[config.mk]
export PLATFORM = sky130hd
export DESIGN_NAME = imem_boot_loader
export DESIGN_NICKNAME = d
export VERILOG_FILES = /design/src/rtl/imem_boot_loader_pkg.sv /design/src/rtl/imem_boot_loader_word_packer.sv /design/src/rtl/imem_boot_loader.sv
export SDC_FILE = /design/constraint.sdc
export NUM_CORES = 1
export LEC_CHECK = 0
export ABC_AREA = 1
export BUFFER_PORTS_ARGS = -buffer_cell sky130_fd_sc_hd__buf_2
export CORE_ASPECT_RATIO = 0.75
export CORE_MARGIN = 4
export CORE_UTILIZATION = 55
export CTS_BUF_LIST = sky130_fd_sc_hd__clkbuf_8
export DETAILED_ROUTE_END_ITERATION = 6
export GPL_TIMING_DRIVEN = 0
export HOLD_SLACK_MARGIN = 0.1
export PLACE_DENSITY_LB_ADDON = 0.2
export SETUP_SLACK_MARGIN = 0.2
export SYNTH_ARGS = -nofsm -noshare
export SYNTH_HDL_FRONTEND = slang
export SYNTH_HIERARCHICAL = 1
export SYNTH_SLANG_ARGS = --single-unit
[constraint.sdc]
create_clock -name clk -period 2.6 [get_ports clk]
set_input_delay 0.26 -clock clk [delete_from_list [all_inputs] [get_ports clk]]
set_output_delay 0.26 -clock clk [all_outputs]
set_load 0.01 [all_outputs]
[src/rtl/imem_boot_loader_pkg.sv]
// ----------------------------------------------------------------------------
// imem_boot_loader_pkg
//   Shared types and constants for the serial instruction-memory boot loader.
//   - loader_state_t         : frame-parsing FSM states
//   - SYNC_BYTE_DEFAULT      : default frame start marker
//   - TIMEOUT_CYCLES_DEFAULT : default inter-byte timeout (LOADER_TIMEOUT_EN builds)
//   - TIMEOUT_W              : width of a counter able to hold TIMEOUT_CYCLES_DEFAULT
// ----------------------------------------------------------------------------
package imem_boot_loader_pkg;

  typedef enum logic [2:0] {
    IDLE = 3'd0,
    SYNC = 3'd1,
    LEN  = 3'd2,
    DATA = 3'd3,
    CHK  = 3'd4,
    DONE = 3'd5,
    ERR  = 3'd6
  } loader_state_t;

  localparam logic [7:0] SYNC_BYTE_DEFAULT      = 8'hA5;
  localparam int         TIMEOUT_CYCLES_DEFAULT = 100000;
  localparam int         TIMEOUT_W              = $clog2(TIMEOUT_CYCLES_DEFAULT + 1);

endpackage

[src/rtl/imem_boot_loader_word_packer.sv]
// ----------------------------------------------------------------------------
// loader_word_packer
//   Packs four consecutive bytes into a 32-bit little-endian word.
//   Byte k of a word (k = 0..3) lands in bits [8*k+7:8*k].
// Ports
//   clk         in   1   system clock, rising edge
//   reset       in   1   asynchronous, active-high reset
//   clear       in   1   restart packing at byte 0 (new frame)
//   byte_en     in   1   byte_in is consumed this cycle
//   byte_in     in   8   data byte
//   word_full   out  1   this cycle consumes the 4th byte of a word
//   packed_word out  32  word including the byte being consumed this cycle
// ----------------------------------------------------------------------------
module loader_word_packer (
  input  logic        clk,
  input  logic        reset,
  input  logic        clear,
  input  logic        byte_en,
  input  logic [7:0]  byte_in,
  output logic        word_full,
  output logic [31:0] packed_word
);

  logic [1:0]  byte_idx;
  logic [31:0] pack_q;

  always_ff @(posedge clk or posedge reset) begin
    if (reset) begin
      byte_idx <= 2'd0;
      pack_q   <= 32'd0;
    end else if (clear) begin
      byte_idx <= 2'd0;
      pack_q   <= 32'd0;
    end else if (byte_en) begin
      pack_q[{byte_idx, 3'b000} +: 8] <= byte_in;
      byte_idx                        <= byte_idx + 2'd1;
    end
  end

  // Merge the incoming byte combinationally so the owner can register the
  // complete word on the same edge that consumes the 4th byte.
  always_comb begin
    packed_word                          = pack_q;
    packed_word[{byte_idx, 3'b000} +: 8] = byte_in;
    word_full                            = byte_en && (byte_idx == 2'd3);
  end

endmodule

[src/rtl/imem_boot_loader.sv]
// ----------------------------------------------------------------------------
// imem_boot_loader
//   Serial boot loader that fills the core's instruction memory from a UART
//   byte stream.  Frame: SYNC, LEN, 4*LEN data bytes (little-endian words),
//   XOR checksum of the data bytes.  The core is held in reset until a good
//   frame has been completely written.
//
// Configuration macro: LOADER_TIMEOUT_EN
//   defined   : an inter-byte timeout counter sends LEN/DATA/CHK to ERR after
//               TIMEOUT_CYCLES cycles with no accepted byte (SYNC never times out)
//   undefined : no counter; the loader waits indefinitely in any state
//
// Handshake: a byte is transferred on a rising edge where rx_valid && rx_ready.
//   rx_ready is high only in SYNC/LEN/DATA/CHK; the sender may hold rx_valid
//   high and bytes are then accepted every cycle.
//
// Ports
//   clk          in   1       system clock, rising edge
//   reset        in   1       asynchronous, active-high reset
//   start        in   1       arm loader (single-cycle pulse; IDLE/DONE/ERR only)
//   rx_data      in   8       received byte
//   rx_valid     in   1       rx_data valid
//   rx_ready     out  1       loader can accept a byte
//   imem_we      out  1       instruction-memory write strobe (one cycle per word)
//   imem_addr    out  ADDR_W  word-aligned byte address
//   imem_wdata   out  32      word to write
//   core_hold    out  1       core reset; 1 = core held
//   done         out  1       good image loaded (level)
//   error        out  1       frame rejected (level)
//   words_loaded out  7       words written in the current frame
//
// The FSM state is observable as the internal signal `state`.
// ----------------------------------------------------------------------------
module imem_boot_loader
  import imem_boot_loader_pkg::*;
#(
  parameter int         ADDR_W         = 8,
  parameter int         DEPTH_WORDS    = 64,
  parameter logic [7:0] SYNC_BYTE      = SYNC_BYTE_DEFAULT
`ifdef LOADER_TIMEOUT_EN
  ,
  parameter int         TIMEOUT_CYCLES = TIMEOUT_CYCLES_DEFAULT
`endif
) (
  input  logic              clk,
  input  logic              reset,
  input  logic              start,
  input  logic [7:0]        rx_data,
  input  logic              rx_valid,
  output logic              rx_ready,
  output logic              imem_we,
  output logic [ADDR_W-1:0] imem_addr,
  output logic [31:0]       imem_wdata,
  output logic              core_hold,
  output logic              done,
  output logic              error,
  output logic [6:0]        words_loaded
);

  localparam logic [7:0] DEPTH_B = 8'(DEPTH_WORDS);

  loader_state_t state;
  logic [7:0]    checksum;
  logic [6:0]    len_q;
  logic          accept;
  logic          in_frame;
  logic          restart;
  logic          timeout_hit;
  logic          word_full;
  logic [31:0]   packed_word;

  // rx_ready decodes the state register only, so it is glitch-free and
  // changes exactly on the edge that moves the FSM.
  assign rx_ready = (state == SYNC) || (state == LEN) || (state == DATA) || (state == CHK);
  assign accept   = rx_valid && rx_ready;
  assign in_frame = (state == LEN) || (state == DATA) || (state == CHK);
  assign restart  = start && ((state == IDLE) || (state == DONE) || (state == ERR));

  loader_word_packer u_packer (
    .clk         (clk),
    .reset       (reset),
    .clear       (restart),
    .byte_en     (accept && (state == DATA)),
    .byte_in     (rx_data),
    .word_full   (word_full),
    .packed_word (packed_word)
  );

`ifdef LOADER_TIMEOUT_EN
  localparam int TO_W = $clog2(TIMEOUT_CYCLES + 1);

  logic [TO_W-1:0] to_cnt;

  // Counts idle cycles inside a frame.  Outside LEN/DATA/CHK it sits at zero,
  // which also gives the required clear on entry to LEN.
  always_ff @(posedge clk or posedge reset) begin
    if (reset) begin
      to_cnt <= '0;
    end else if (accept || !in_frame) begin
      to_cnt <= '0;
    end else begin
      to_cnt <= to_cnt + 1'b1;
    end
  end

  // Fires on the TIMEOUT_CYCLES-th consecutive idle edge.
  assign timeout_hit = in_frame && !accept && (to_cnt == TO_W'(TIMEOUT_CYCLES - 1));
`else
  assign timeout_hit = 1'b0;
`endif

  always_ff @(posedge clk or posedge reset) begin
    if (reset) begin
      state        <= IDLE;
      core_hold    <= 1'b1;
      done         <= 1'b0;
      error        <= 1'b0;
      imem_we      <= 1'b0;
      imem_addr    <= '0;
      imem_wdata   <= 32'd0;
      words_loaded <= 7'd0;
      checksum     <= 8'd0;
      len_q        <= 7'd0;
    end else begin
      imem_we <= 1'b0;
      case (state)
        IDLE, DONE, ERR: begin
          if (start) begin
            state        <= SYNC;
            core_hold    <= 1'b1;
            done         <= 1'b0;
            error        <= 1'b0;
            words_loaded <= 7'd0;
            checksum     <= 8'd0;
            len_q        <= 7'd0;
          end
        end

        SYNC: begin
          // Anything other than the marker is line noise and is dropped.
          if (accept && (rx_data == SYNC_BYTE)) begin
            state <= LEN;
          end
        end

        LEN: begin
          if (accept) begin
            if (rx_data > DEPTH_B) begin
              state <= ERR;
              error <= 1'b1;
            end else if (rx_data == 8'd0) begin
              state <= CHK;
            end else begin
              state <= DATA;
              len_q <= rx_data[6:0];
            end
          end else if (timeout_hit) begin
            state <= ERR;
            error <= 1'b1;
          end
        end

        DATA: begin
          if (accept) begin
            checksum <= checksum ^ rx_data;
            if (word_full) begin
              imem_we      <= 1'b1;
              imem_addr    <= ADDR_W'({words_loaded, 2'b00});
              imem_wdata   <= packed_word;
              words_loaded <= words_loaded + 7'd1;
              if ((words_loaded + 7'd1) == len_q) begin
                state <= CHK;
              end
            end
          end else if (timeout_hit) begin
            state <= ERR;
            error <= 1'b1;
          end
        end

        CHK: begin
          if (accept) begin
            if (rx_data == checksum) begin
              state     <= DONE;
              done      <= 1'b1;
              core_hold <= 1'b0;
            end else begin
              state <= ERR;
              error <= 1'b1;
            end
          end else if (timeout_hit) begin
            state <= ERR;
            error <= 1'b1;
          end
        end

        default: begin
          state <= IDLE;
        end
      endcase
    end
  end

endmodule

# == Word level (Yosys, flattened, before mapping) ==
# Index checks and enable logic that the tools add are counted.
# totals
elab_cells,109
in_bits,12
latch_bits,0
mem_bits_rw,0
output_inout_bits,52
n_memories,0
mem_bits_ro,0
reg_bits,101
# classes
div_mod_pow,0
n_bitwise,1
mux,43
shift,2
order_cmp,1
eq_ne,22
mul,0
n_reduce_logical,25
addsub,3
# op_table
cell,n
$mux 32,2
$mux 7,6
$bwmux 32,1
$shift 8x7->32 const A,1
$shiftx 8x7->32,1
$pmux 7 s2,2
$mux 3,9
$mux 8,2
$pmux 8 s2,1
$pmux 3 s5,1
$ne 2x2->1 const B,7
$mux 1,13
$ne 2x1->1 const B,5
$eq 3x3->1 const B,3
$eq 8x8->1,1
$eq 8x8->1 const B,1
$gt 8x7->1 const B,1
$logic_not 8->1,1
$reduce_and 4->1,2
$reduce_bool 2->1,4
$xor 8x8->8,1
$add 7x1->7 const B,1
$eq 7x7->1,1
$neg 5->7,1
16 further kinds,29

# == Logic depth before layout (Yosys ltp) ==
# logic_depth
word_depth,10
ltp_mapped,15
mapped_depth_nobuf,15

# == Hierarchy ==
# Netlist, hierarchy kept.
# modules_own_cells
module,cells_per_inst,area_per_inst_um2,seq_area_each_um2,instances
imem_boot_loader,411,3201.8,1677.9,1
loader_word_packer,287,1984.4,850.8,1

# == Worst setup path before layout ==
# OpenSTA, ideal clock, no wires.
# synth_timing
path_kind,register to register
startpoint,register state[2]
endpoint,register state[0]
arrival_ns,1.662
synth_period_minus_slack_ns,1.779
setup_time_ns,0.117
path_slack_ns,0.821
path_stages_with_launch,15
n_path_buf,0
required_ns,2.483
cell_sequence,dfrtp_1 nor3_2 inv_2 nor2_4 nand2_1 inv_1 o21ai_0 nor2_1 nand3_1 nor2_1 nand2_1 nand2_2 nand2_1 nand2_1 nand2_1
# synth_between
elab_chain_cells,9
elab_cells_between_ends,24
classes_between,eq/ne (13); mux (1); reduce/logical (10)
# synth_rtl
item,line,text
start: declaration,imem_boot_loader.sv:62,loader_state_t state;
start signal: assignment,imem_boot_loader.sv:114,state <= IDLE;
start signal: assignment,imem_boot_loader.sv:129,state <= SYNC;
start signal: assignment,imem_boot_loader.sv:142,state <= LEN;
$eq 3x1->1 or $eq 3x2->1 (tied branches),imem_boot_loader.sv:74,assign rx_ready = (state == SYNC) || (state == LEN) || (state == DATA) || (state == CHK);
$logic_or 1x1->1 (3 in series),imem_boot_loader.sv:74,
$logic_and 1x1->1,imem_boot_loader.sv:75,assign accept = rx_valid && rx_ready;
$logic_and 1x1->1 (*),imem_boot_loader.sv:83,".byte_en (accept && (state == DATA)),"
$logic_and 1x1->1 (*),imem_boot_loader_word_packer.sv:45,word_full = byte_en && (byte_idx == 2'd3);
net word_full,imem_boot_loader.sv:69,logic word_full;
$ne 2x1->1 (no source line) (*),--,
$reduce_and 7->1 (no source line) (*),--,
# The timed path passes the listed nets; every way through them passes the cells marked *.
# A chain may end at the register's enable or synchronous reset.

# == Worst setup path after layout ==
# layout_timing
startpoint,register state[2]
endpoint,register state[1]
# The elaborated chain is that of the path after synthesis.

==> results <==
- Cell internal power was estimated by the tool at just over 0.003 W.
- The minimum clock period is 2.07 ns.
- 0 antenna diodes ended up in the layout.
- Counting flops and latches in the post-synthesis netlist gives 101.
- Counting along the longest clock path gives a buffer depth of 2.
- The worst path uses 79.5% of the clock period.
- For the pin with the worst max-slew slack, the measured transition is ~0.74 ns.
- The first global-routing pass estimated 21200 um of wire.
- The async set-reset flop share out of synthesis is 100%.
- The number of different library cells in the post-synthesis netlist is 35.
- The synthesized design contains 0 enable-type register cells.
- The die covers between 10000 and 15000 sq um.
- The detail route stage leaves a number of antenna-violating nets equal to 0.
- The nature of the critical path startpoint is a register.
- The switching power is 0.00218 W.
- In this run switching power makes up 41.8% of total power.
- At the end of routability-driven placement, the weighted congestion stood at 0.882.
- The met2 track demand over resource is 37.1%.
- Static timing analysis puts the maximum clock frequency at 484 MHz.
- The number of buffers inserted by post-CTS setup repair is 0.
- The number of clock buffers added by TritonCTS is 9.
- The number of fillers in the final layout is 816.
- Data arrives at the worst endpoint at 2.33 ns.
- The net count of the finished layout is 791.
- The via count is 4618.
- The most instantiated flip-flop cell in the synthesis netlist is sky130_fd_sc_hd__dfrtp_1.
- The number of setup violations in the final report is 0.
- Summed over its instances, the top area cell type makes up 48.3% of the synthesized netlist area.
- Setup repair after global routing left no endpoint under its margin.
- For this run the aggregate overflow at the end of global routing stands at 0.
- For this run, the register share of the synthesized area comes to approximately half.
- The startpoint-to-endpoint class of the critical path is reg -> reg.
- Per report_power, the sequential group accounts for a little over two fifths of the total.
- Once routing completed, OpenROAD measured the worst setup slack at ~0.53 ns.
- The total leakage power is 3.40 nW.
- The iteration-0 DRC count of the detailed router is approximately 360.
- The number of antenna violations at the first check in global routing is 0.
- Timing analysis after detailed placement gives a worst setup slack of about 0.56 ns.
- Wires add up to 12400 um.
- The worst setup path is captured at a register.
- Cells with a size suffix above 1 make up 17.5% of the layout.
- The HPWL reported at the end of detailed placement is 9200 um.
- The number of hold buffers added after CTS was 1.
- The average routed wire per standard cell is 13.7 um.
- The met1 demand-to-capacity share in global routing is 33.6%.
- The global-route total usage across every layer is 24.0%.
- The area added between synthesis and finish is 13.4%.
- The count of instances resized after the clock tree is built is 0.
- TritonCTS built the clock tree.
- The I/O pin total is 64.
- By area the synthesized netlist is led by sky130_fd_sc_hd__dfrtp_1 (48%), sky130_fd_sc_hd__nand2_1 (25%), sky130_fd_sc_hd__inv_1 (4.2%).
- The number of placed instances with taps included is about 900.
- The peak-usage layer in the global routing report is met2.
- The number of non-filler instances in the completed layout is between 900 and 1k.
- The die outline width is roughly 120 um.
- Power comes to 0.00521 W.
- The mean number of vias per cell is a little over 5.
- In the routed design, unresolved DRC markers number 0.
- The number of sinks handled by clock tree synthesis is 101.
- The number of cell rows is 30.
- The largest fanout on the critical path is 7.
- The run finished with clean final reports.
- In the layout the commonest cells are sky130_fd_sc_hd__nand2_1 (347), sky130_fd_sc_hd__dfrtp_1 (100), sky130_fd_sc_hd__buf_2 (72), sky130_fd_sc_hd__inv_1 (56), sky130_fd_sc_hd__nand3_1 (39).
- The H-tree level count is 3.
- The most common cell after layout, fill and taps aside is sky130_fd_sc_hd__nand2_1.
- The clock slew at the register clock pins of the worst setup and hold paths is 0.09 ns.
- The worst-case vdd ir drop is 391 uV.
- Clock skew on the completed layout was measured at between 0.004 and 0.005 ns.
- The count of buffers from port buffering is 61.
- The effective utilization at floorplan is 56.9%.
- Combinational logic burns 39.6% of the power.
- Entering global routing, the biggest net connects 35 pins.
- The tightest min-delay check is of the in -> reg type.
- The later pin in the worst-skew pair is clocked with a latency of ~0.37 ns.
- The required arrival time at the worst endpoint is around 2.9 ns.
- The cell sitting at the root of the clock tree is a sky130_fd_sc_hd__clkbuf_8.
- The Yosys step of the flow raised 6 warnings.
- sky130_fd_sc_hd__dfrtp_1 takes more of the synthesized area than any other cell.
- Measured along the y axis, the die boundary spans 92.1 um.
- Summing every instance area after synthesis gives 5190 sq um.
- The number of global-route vias before repair is 4430.
- The mean instance size in the synthesized netlist is 7.43 sq um.
- The number of pins with negative max-slew slack in the final report came to 0.
- The first detailed-routing pass ran for 4 iterations.
- In this run the tightest slew margin relative to its limit is 50.8%.
- Counting every instance in the synthesized netlist gives 698.
- The portion of total power attributed to the clock network is 18.7%.
- Dividing total power by cell area gives a power density of ~890 nW/um^2.
- The final number of hold-violating endpoints is 0.
- The met3 layer usage reported by global route is 6.78%.
- The tool flagged a number of max-cap violations equal to 0.
- The total core area is 9120 sq um.
## sequential cells by signal, summed over array words and instances, names as in the netlist, 2 cells and up
name               count
imem_addr              6
checksum               8
len_q                  7
state                  3
u_packer/pack_q       32
words_loaded           7
imem_wdata            32
u_packer/byte_idx      2
## path summary, 6_finish.rpt
path	start	to	slack (ns)	cells past startpoint
setup / recovery	state[2]	state[1]	0.53	14
hold / removal	start	core_hold	0.20	3
setup reg to reg	state[2]	state[1]	0.53	14
hold reg to reg	core_hold	core_hold	0.47	2
max in group asynchronous	reset	len_q[0]	1.41	4
min in group asynchronous	reset	imem_wdata[26]	0.57	3
## Yosys cell counts, types with 3 or more instances
cell type                  count
sky130_fd_sc_hd__buf_2        11
sky130_fd_sc_hd__buf_4         3
sky130_fd_sc_hd__buf_6         3
sky130_fd_sc_hd__clkbuf_1      3
sky130_fd_sc_hd__dfrtp_1     100
sky130_fd_sc_hd__ha_1          6
sky130_fd_sc_hd__inv_1        58
sky130_fd_sc_hd__inv_2         4
sky130_fd_sc_hd__nand2_1     347
sky130_fd_sc_hd__nand2_2      15
sky130_fd_sc_hd__nand3_1      39
sky130_fd_sc_hd__nand4_1      12
sky130_fd_sc_hd__nor2_1       25
sky130_fd_sc_hd__nor2_2        5
sky130_fd_sc_hd__nor2_4        6
sky130_fd_sc_hd__nor3_1        3
sky130_fd_sc_hd__o21ai_0      18
sky130_fd_sc_hd__o21ai_1       9
sky130_fd_sc_hd__o22ai_1       5
sky130_fd_sc_hd__xor2_1        6
## power by group through the flow
stage,Sequential [W],Clock [W],Combinational [W]
6_report,0.00217,0.000974,0.00206
5_1_grt,0.00222,0.00109,0.00233
4_1_cts,0.00217,0.00100,0.00205
3_5_place_dp,0.00220,0,0.00204
3_3_place_gp,0.00218,0,0.00197
2_1_floorplan,0.00216,0,0.00157
## through the flow
step / setup TNS [ns] / hold slack [ns] / area [sq um] / utilization (%)
floorplan: 0 / 0.377 / 5190 / -
global placement: -5.92 / 0.451 / 5660 / 62.0
detailed placement: 0 / 0.442 / 5680 / 62.2
CTS: 0 / 0.171 / 5880 / 64.5
global route: 0 / 0.179 / 5880 / 64.5
finish: 0 / 0.198 / 5880 / 64.5
## final cells by class
type                       count  area, sq um  area share [%]
buffer                        21          128            2.17
clock buffer                  12          165            2.81
clock inverter                 4         30.0           0.511
inverter                      64          243            4.13
multi-input combinational    513         2290            39.0
sequential                   101         2530            43.0
tap                          128          160            2.72
timing repair buffer          63          335            5.70
## critical path: stages (launching register included)
cell	delay (ns)
sky130_fd_sc_hd__dfrtp_1	0.47
sky130_fd_sc_hd__nor3_2	0.28
sky130_fd_sc_hd__inv_2	0.10
sky130_fd_sc_hd__nor2_4	0.14
sky130_fd_sc_hd__nand2_1	0.07
sky130_fd_sc_hd__inv_1	0.12
sky130_fd_sc_hd__o21ai_0	0.10
sky130_fd_sc_hd__nor2_1	0.12
sky130_fd_sc_hd__nand3_1	0.08
sky130_fd_sc_hd__nor2_1	0.11
sky130_fd_sc_hd__nand2_1	0.09
sky130_fd_sc_hd__nand2_2	0.10
sky130_fd_sc_hd__nand2_1	0.07
sky130_fd_sc_hd__nand2_1	0.06
sky130_fd_sc_hd__nand2_1	0.05
## per-layer routing
metal	up-vias	wire length, um
met3	19	1010
met2	147	5450
met5	-	0
li1	2305	-
met1	2147	5770
met4	0	141
## cell families after synthesis
logic type	after synthesis	share of synthesized area [%]
AOI/OAI and AO/OA	39	4.25
xor gates and xnor gates	8	1.35
other	1	0.0723
and+or+nand+nor	458	37.0
adders and majority gates	6	1.45
DFF	101	48.8
buffers and inverters	85	7.14
Note: power is estimated with default switching activity, not from simulation.
